## config.mk

```make
export PLATFORM = sky130hd
export DESIGN_NAME = element_loader
export DESIGN_NICKNAME = d
export VERILOG_FILES = /design/src/rtl/element_pkg.sv /design/src/rtl/element_pack.sv /design/src/rtl/element_loader.sv
export SDC_FILE = /design/constraint.sdc
export NUM_CORES = 1
export LEC_CHECK = 0
export ABC_CLOCK_PERIOD_IN_PS = 1400
export BUFFER_PORTS_ARGS = -buffer_cell sky130_fd_sc_hd__buf_2
export CAP_MARGIN = 20
export CORE_MARGIN = 2
export CORE_UTILIZATION = 46
export DETAILED_ROUTE_END_ITERATION = 10
export PLACE_DENSITY = 0.74
export SLEW_MARGIN = 10
export SYNTH_ARGS = -nofsm -noshare
export SYNTH_HDL_FRONTEND = slang
export SYNTH_HIERARCHICAL = 1
export SYNTH_SLANG_ARGS = --single-unit
```

## constraint.sdc

```tcl
create_clock -name clk -period 1.4 [get_ports clk]
set_input_delay 0.21 -clock clk [delete_from_list [all_inputs] [get_ports clk]]
set_output_delay 0.21 -clock clk [all_outputs]
set_load 0.03 [all_outputs]
```

## src/rtl/element_pkg.sv

```systemverilog
// rtl/element_pkg.sv - shared state codes, default widths and packed-word layout for the element loader
package element_pkg;

    typedef enum logic [2:0] {
        ST_TYPE  = 3'd0,
        ST_VALUE = 3'd1,
        ST_EXP   = 3'd2,
        ST_NODES = 3'd3,
        ST_WRITE = 3'd4,
        ST_FULL  = 3'd5
    } state_t;

    localparam int DEF_VALUE_W  = 10;
    localparam int DEF_EXP_W    = 10;
    localparam int DEF_NODE_W   = 5;
    localparam int DEF_MAX_ELEM = 32;
    localparam int DEF_DIN_W    = 10;

    localparam int TYPE_W = 2;
    localparam logic [TYPE_W-1:0] TYPE_RESERVED = 2'd3;

    // Word layout, LSB first: value, exponent, type, node_B, node_A.
    function automatic int exp_lsb(input int value_w);
        return value_w;
    endfunction

    function automatic int type_lsb(input int value_w, input int exp_w);
        return value_w + exp_w;
    endfunction

    function automatic int node_b_lsb(input int value_w, input int exp_w);
        return value_w + exp_w + TYPE_W;
    endfunction

    function automatic int node_a_lsb(input int value_w, input int exp_w, input int node_w);
        return value_w + exp_w + TYPE_W + node_w;
    endfunction

    function automatic int word_w(input int value_w, input int exp_w, input int node_w);
        return value_w + exp_w + TYPE_W + 2 * node_w;
    endfunction

endpackage

```

## src/rtl/element_pack.sv

```systemverilog
// rtl/element_pack.sv - combinational packing of captured element fields into one RAM word
module element_pack
    import element_pkg::*;
#(
    parameter int VALUE_W = DEF_VALUE_W,
    parameter int EXP_W   = DEF_EXP_W,
    parameter int NODE_W  = DEF_NODE_W,
    localparam int W      = word_w(VALUE_W, EXP_W, NODE_W)
) (
    input  logic [NODE_W-1:0]  node_a,
    input  logic [NODE_W-1:0]  node_b,
    input  logic [TYPE_W-1:0]  elem_type,
    input  logic [EXP_W-1:0]   exponent,
    input  logic [VALUE_W-1:0] value,
    output logic [W-1:0]       word
);

    localparam int EXP_LSB    = exp_lsb(VALUE_W);
    localparam int TYPE_LSB   = type_lsb(VALUE_W, EXP_W);
    localparam int NODE_B_LSB = node_b_lsb(VALUE_W, EXP_W);
    localparam int NODE_A_LSB = node_a_lsb(VALUE_W, EXP_W, NODE_W);

    always_comb begin
        word = '0;
        word[0 +: VALUE_W]          = value;
        word[EXP_LSB +: EXP_W]      = exponent;
        word[TYPE_LSB +: TYPE_W]    = elem_type;
        word[NODE_B_LSB +: NODE_W]  = node_b;
        word[NODE_A_LSB +: NODE_W]  = node_a;
    end

endmodule

```

## src/rtl/element_loader.sv

```systemverilog
// rtl/element_loader.sv - switch-driven element entry FSM that writes packed elements to RAM
// Optional NODE_CHECK_EN rejects degenerate or out-of-range node pairs.
module element_loader
    import element_pkg::*;
#(
    parameter int VALUE_W  = DEF_VALUE_W,
    parameter int EXP_W    = DEF_EXP_W,
    parameter int NODE_W   = DEF_NODE_W,
    parameter int MAX_ELEM = DEF_MAX_ELEM,
    parameter int DIN_W    = DEF_DIN_W,
    localparam int ADDR_W  = $clog2(MAX_ELEM),
    localparam int W       = word_w(VALUE_W, EXP_W, NODE_W)
) (
    input  logic              clk,
    input  logic              reset,
    input  logic [DIN_W-1:0]  data_in,
    input  logic              ld,
    input  logic              back,
    input  logic              clear,
    output logic [ADDR_W-1:0] mem_addr,
    output logic [W-1:0]      mem_data,
    output logic              mem_wren,
    output logic [2:0]        field,
    output logic [ADDR_W:0]   element_count,
    output logic              full,
    output logic              err
);

    localparam logic [ADDR_W:0] MAX_CNT = (ADDR_W + 1)'(MAX_ELEM);

    state_t state, state_next;

    logic [TYPE_W-1:0]  elem_type;
    logic [VALUE_W-1:0] value;
    logic [EXP_W-1:0]   exponent;
    logic [NODE_W-1:0]  node_a, node_b;

    logic cap_type, cap_value, cap_exp, cap_nodes, do_clear, err_next;
    logic node_bad, last_elem;

    logic [NODE_W-1:0] din_node_a, din_node_b;
    assign din_node_a = data_in[2*NODE_W-1:NODE_W];
    assign din_node_b = data_in[NODE_W-1:0];

`ifdef NODE_CHECK_EN
    assign node_bad = (din_node_a == din_node_b)
                   || ({{(32-NODE_W){1'b0}}, din_node_a} >= MAX_ELEM[31:0])
                   || ({{(32-NODE_W){1'b0}}, din_node_b} >= MAX_ELEM[31:0]);
`else
    assign node_bad = 1'b0;
`endif

    assign last_elem = (element_count + 1'b1) == MAX_CNT;

    always_ff @(posedge clk) begin
        if (reset) begin
            state <= ST_TYPE;
        end else begin
            state <= state_next;
        end
    end

    // A strobe that has no effect in the current state is treated as absent,
    // so it does not mask a lower-priority strobe.
    always_comb begin
        state_next = state;
        cap_type   = 1'b0;
        cap_value  = 1'b0;
        cap_exp    = 1'b0;
        cap_nodes  = 1'b0;
        do_clear   = 1'b0;
        err_next   = 1'b0;
        case (state)
            ST_WRITE: state_next = last_elem ? ST_FULL : ST_TYPE;
            ST_FULL:  err_next = ld;
            default: begin
                if (clear) begin
                    do_clear   = 1'b1;
                    state_next = ST_TYPE;
                end else if (back && state != ST_TYPE) begin
                    case (state)
                        ST_VALUE: state_next = ST_TYPE;
                        ST_EXP:   state_next = ST_VALUE;
                        ST_NODES: state_next = ST_EXP;
                        default:  state_next = state;
                    endcase
                end else if (ld) begin
                    case (state)
                        ST_TYPE: begin
                            if (data_in[TYPE_W-1:0] == TYPE_RESERVED) begin
                                err_next = 1'b1;
                            end else begin
                                cap_type   = 1'b1;
                                state_next = ST_VALUE;
                            end
                        end
                        ST_VALUE: begin
                            cap_value  = 1'b1;
                            state_next = ST_EXP;
                        end
                        ST_EXP: begin
                            cap_exp    = 1'b1;
                            state_next = ST_NODES;
                        end
                        ST_NODES: begin
                            if (node_bad) begin
                                err_next = 1'b1;
                            end else begin
                                cap_nodes  = 1'b1;
                                state_next = ST_WRITE;
                            end
                        end
                        default: state_next = state;
                    endcase
                end
            end
        endcase
    end

    // Reset gates the write strobe immediately so a reset during WRITE never reaches the RAM.
    always_comb begin
        mem_wren = (state == ST_WRITE) && !reset;
        mem_addr = element_count[ADDR_W-1:0];
        field    = state;
        full     = (element_count == MAX_CNT);
    end

    always_ff @(posedge clk) begin
        if (reset) begin
            elem_type     <= '0;
            value         <= '0;
            exponent      <= '0;
            node_a        <= '0;
            node_b        <= '0;
            element_count <= '0;
            err           <= 1'b0;
        end else begin
            err <= err_next;
            if (do_clear) begin
                elem_type <= '0;
                value     <= '0;
                exponent  <= '0;
                node_a    <= '0;
                node_b    <= '0;
            end
            if (cap_type)  elem_type <= data_in[TYPE_W-1:0];
            if (cap_value) value     <= data_in[VALUE_W-1:0];
            if (cap_exp)   exponent  <= data_in[EXP_W-1:0];
            if (cap_nodes) begin
                node_a <= din_node_a;
                node_b <= din_node_b;
            end
            if (state == ST_WRITE) element_count <= element_count + 1'b1;
        end
    end

    element_pack #(
        .VALUE_W (VALUE_W),
        .EXP_W   (EXP_W),
        .NODE_W  (NODE_W)
    ) u_pack (
        .node_a    (node_a),
        .node_b    (node_b),
        .elem_type (elem_type),
        .exponent  (exponent),
        .value     (value),
        .word      (mem_data)
    );

endmodule

```

==> results.json <==
{
  "status": "finished, violations left",
  "violations": "setup timing",
  "viasPerCell": 5.43,
  "portBuffers": 63,
  "num_rows": 24,
  "worst_slack_ps": -267,
  "clk_latency_ps": 290,
  "worstPathRequired_ps": 1590,
  "maxCapViolCount": 0,
  "cts_hold_buf": 0,
  "syn_area_sq_um": 2140,
  "crit_family": "compound AO/OA/AOI/OAI gates",
  "switchingPower_uw": 753,
  "p_leak_nw": 1.25,
  "grt_pass1_vias": 1858,
  "peakVddDrop_mv": 0.463,
  "cts.clk_slew.worst_paths_ps": 80,
  "synth_top_area_share": 0.392,
  "period_minus_slack_ps": 1670,
  "cts.sinks": 42,
  "slew_headroom": 0.764,
  "crit_buf_inv": 2,
  "stdcell_count": 376,
  "rsz0062_at_grt": "true",
  "worst_path_largest_cell_delay_ps": 380,
  "place_inst": 359,
  "grt_pass1_wl_um": 8540,
  "drive_above_1_share": 0.478,
  "layout.nets": 340,
  "cts_buffers": 5,
  "grt_max_degree": 31,
  "die_h_um": 72.3,
  "tightestPinTransition_ps": 353,
  "yosysUniqueCellTypes": 37,
  "synthTopCellsByArea": "dfxtp_1 39%, buf_4 13%, nand3_1 13%",
  "switching_share": 0.272,
  "pwr-share-clk": 0.337,
  "yosys_warnings": 6,
  "arrival_ps": 1860,
  "clock_skew_ps": 8.82,
  "via_count": 2041,
  "hold_ws_ps": 185,
  "yosys.area.top_type": "dfxtp_1",
  "num_io_pins": 64,
  "pwr-share-seq": 0.450,
  "ys_seq_area_frac": 0.392,
  "synth_nets": 281,
  "die-area_sq_um": 5220,
  "final.period_utilization": 1.19,
  "synth_commonest_cells": "54 x nand3_1, 42 x dfxtp_1, 38 x buf_4",
  "routed_wl_um": 5440,
  "start_kind": "flop",
  "grt-ovfl-total": 0,
  "async_flop_share": 0,
  "critical_path_class": "reg -> reg",
  "crit_path_max_fanout": 2,
  "clock_path_buffers": 2,
  "syn_avg_cell_area_sq_um": 8.12,
  "p_int_mw": 2.01,
  "min_path_type": "in -> reg",
  "final_area_sq_um": 2860,
  "syn_to_final_growth_pct": 33.3,
  "cpMaxStageDelayCell": "or3b_4",
  "antenna_found_initial": 0,
  "core-area_sq_um": 4410,
  "clockRootBuffer": "clkbuf_8",
  "hpwl_um": 3700,
  "tritoncts": "done",
  "drt-pass1-iter-count": 4,
  "power_mw": 2.77,
  "n_antenna_cell": 0,
  "synth_flop_cell": "dfxtp_1",
  "htree_levels": 2,
  "setup_violations": 5,
  "place.gp.congestion": 0.884,
  "fmax_mhz": 600,
  "cp_cell_sequence": "or3b_4 -> buf_4 -> buf_6 -> o22ai_2 -> a32oi_1 -> a2111oi_2",
  "drv_slew": 0,
  "drt_iter0_drc": 130,
  "synth-edff-count": 0,
  "detail_route.wl_per_cell_um": 14.5,
  "end_kind": "flop",
  "dpl_cell_area_sq_um": 2490,
  "final_antenna_net_count": 0,
  "synth_seq_cells": 42,
  "route.detailed.drc": 0,
  "syn_inst": 264,
  "yosysMostFrequentCell": "nand3_1",
  "powerDensity_nw_per_um2": 968,
  "grt.total_usage": 0.206,
  "die_w_um": 72.3,
  "start_util": 0.486,
  "hold_viol": 0,
  "comb_power_share": 0.214,
  "fill_cells": 378
}
layer usage:
layer / vias to the layer above / global-route usage / routed length, um / part of all wire
met2: 62 / 0.341 / 2730 / 0.50
met1: 981 / 0.268 / 2320 / 0.43
met5: - / 0 / 0 / 0
li1: 990 / - / - / -
met3: 8 / 0.0444 / 322 / 0.059
met4: 0 / 0.0650 / 66 / 0.012
power by group through the flow:
| stage | Sequential, mW | Combinational, mW | Clock (mW) |
|---|---|---|---|
| 6_report | 1.24 | 0.591 | 0.932 |
| 5_1_grt | 1.25 | 0.633 | 0.995 |
| 4_1_cts | 1.24 | 0.532 | 0.945 |
| 3_5_place_dp | 1.27 | 0.498 | 0 |
| 3_3_place_gp | 1.27 | 0.497 | 0 |
| 2_1_floorplan | 1.30 | 0.279 | 0 |
cell usage in the layout, fill, tap and decap left out, drive strengths merged:
| cell type | instances |
|---|---|
| o22ai | 2 |
| xnor2 | 2 |
| mux2i | 2 |
| nor2b | 3 |
| nor2 | 12 |
| nand2 | 17 |
| buf | 106 |
| a311oi | 1 |
| and2 | 3 |
| a21o | 1 |
| a21boi | 2 |
| nor3 | 2 |
| nand4 | 4 |
| inv | 4 |
| and3 | 2 |
| a21oi | 34 |
| a2111oi | 1 |
| nand3 | 54 |
| nand2b | 5 |
| nand4b | 1 |
| nor4b | 1 |
| a31oi | 1 |
| o31ai | 1 |
| or3b | 1 |
| bufinv | 1 |
| and4bb | 1 |
| a2bb2oi | 1 |
| dfxtp | 42 |
| a31o | 1 |
| clkbuf | 8 |
| ha | 2 |
| nor3b | 2 |
| xor2 | 3 |
| a32oi | 1 |
cells by family (layout without fill, tap and decap cells):
kind of cell | Yosys count | in the layout | synth area share
xor gates and xnor gates | 5 | 5 | 0.0204
muxes | 2 | 2 | 0.00934
and+or+nand+nor | 108 | 108 | 0.265
adders and majority gates | 2 | 2 | 0.0117
DFF | 42 | 42 | 0.392
AOI/OAI and AO/OA | 46 | 46 | 0.128
buffers and inverters | 59 | 119 | 0.173
flip-flops by register name (all words and copies together), names as in the netlist:
signal and flops:
node_a 5, field 3, element_count 6, value 10
node_b 5, elem_type 2, exponent 10, err 1
layout make-up:
type | instances | area [sq um] | area share
Clock inverter | 1 | 30.0 | 0.0105
Inverter | 4 | 15.0 | 0.00525
Clock buffer | 7 | 76.3 | 0.0267
Multi-Input combinational cell | 163 | 1090 | 0.382
Timing Repair Buffer | 107 | 722 | 0.253
Sequential cell | 42 | 858 | 0.300
Tap cell | 52 | 65.1 | 0.0228
worst register-to-register path: stages (launching register included):
cell and delay [ps]:
dfxtp_4 350, or3b_4 380, buf_4 150, buf_6 100, o22ai_2 160, a32oi_1 140, a2111oi_2 300
worst paths after layout:
| path | start | endpoint | slack [ps] | depth (start not counted) |
|---|---|---|---|---|
| hold / removal | data_in[9] | node_a[4] | 190 | 3 |
| setup reg to reg | element_count[5] | field[0] | -270 | 6 |
| setup / recovery | element_count[5] | field[0] | -270 | 6 |
| hold reg to reg | node_b[3] | node_b[3] | 460 | 2 |
per-stage QoR:
stage	setup slack (ps)	TNS, ps	util
global placement	-81.4	-650	0.564
CTS	-277	-555	0.604
global route	-333	-1240	0.647
finish	-267	-839	0.647
floorplan	-77.4	-126	-
detailed placement	-74.3	-1430	0.564
repair_timing:
action,CTS,global route
gates resized for setup,7,35
setup endpoints to repair,32,35
pin swaps,5,9
cloned,0,2
buffers inserted,6,1
No activity file was read; power rests on OpenSTA's default activity.
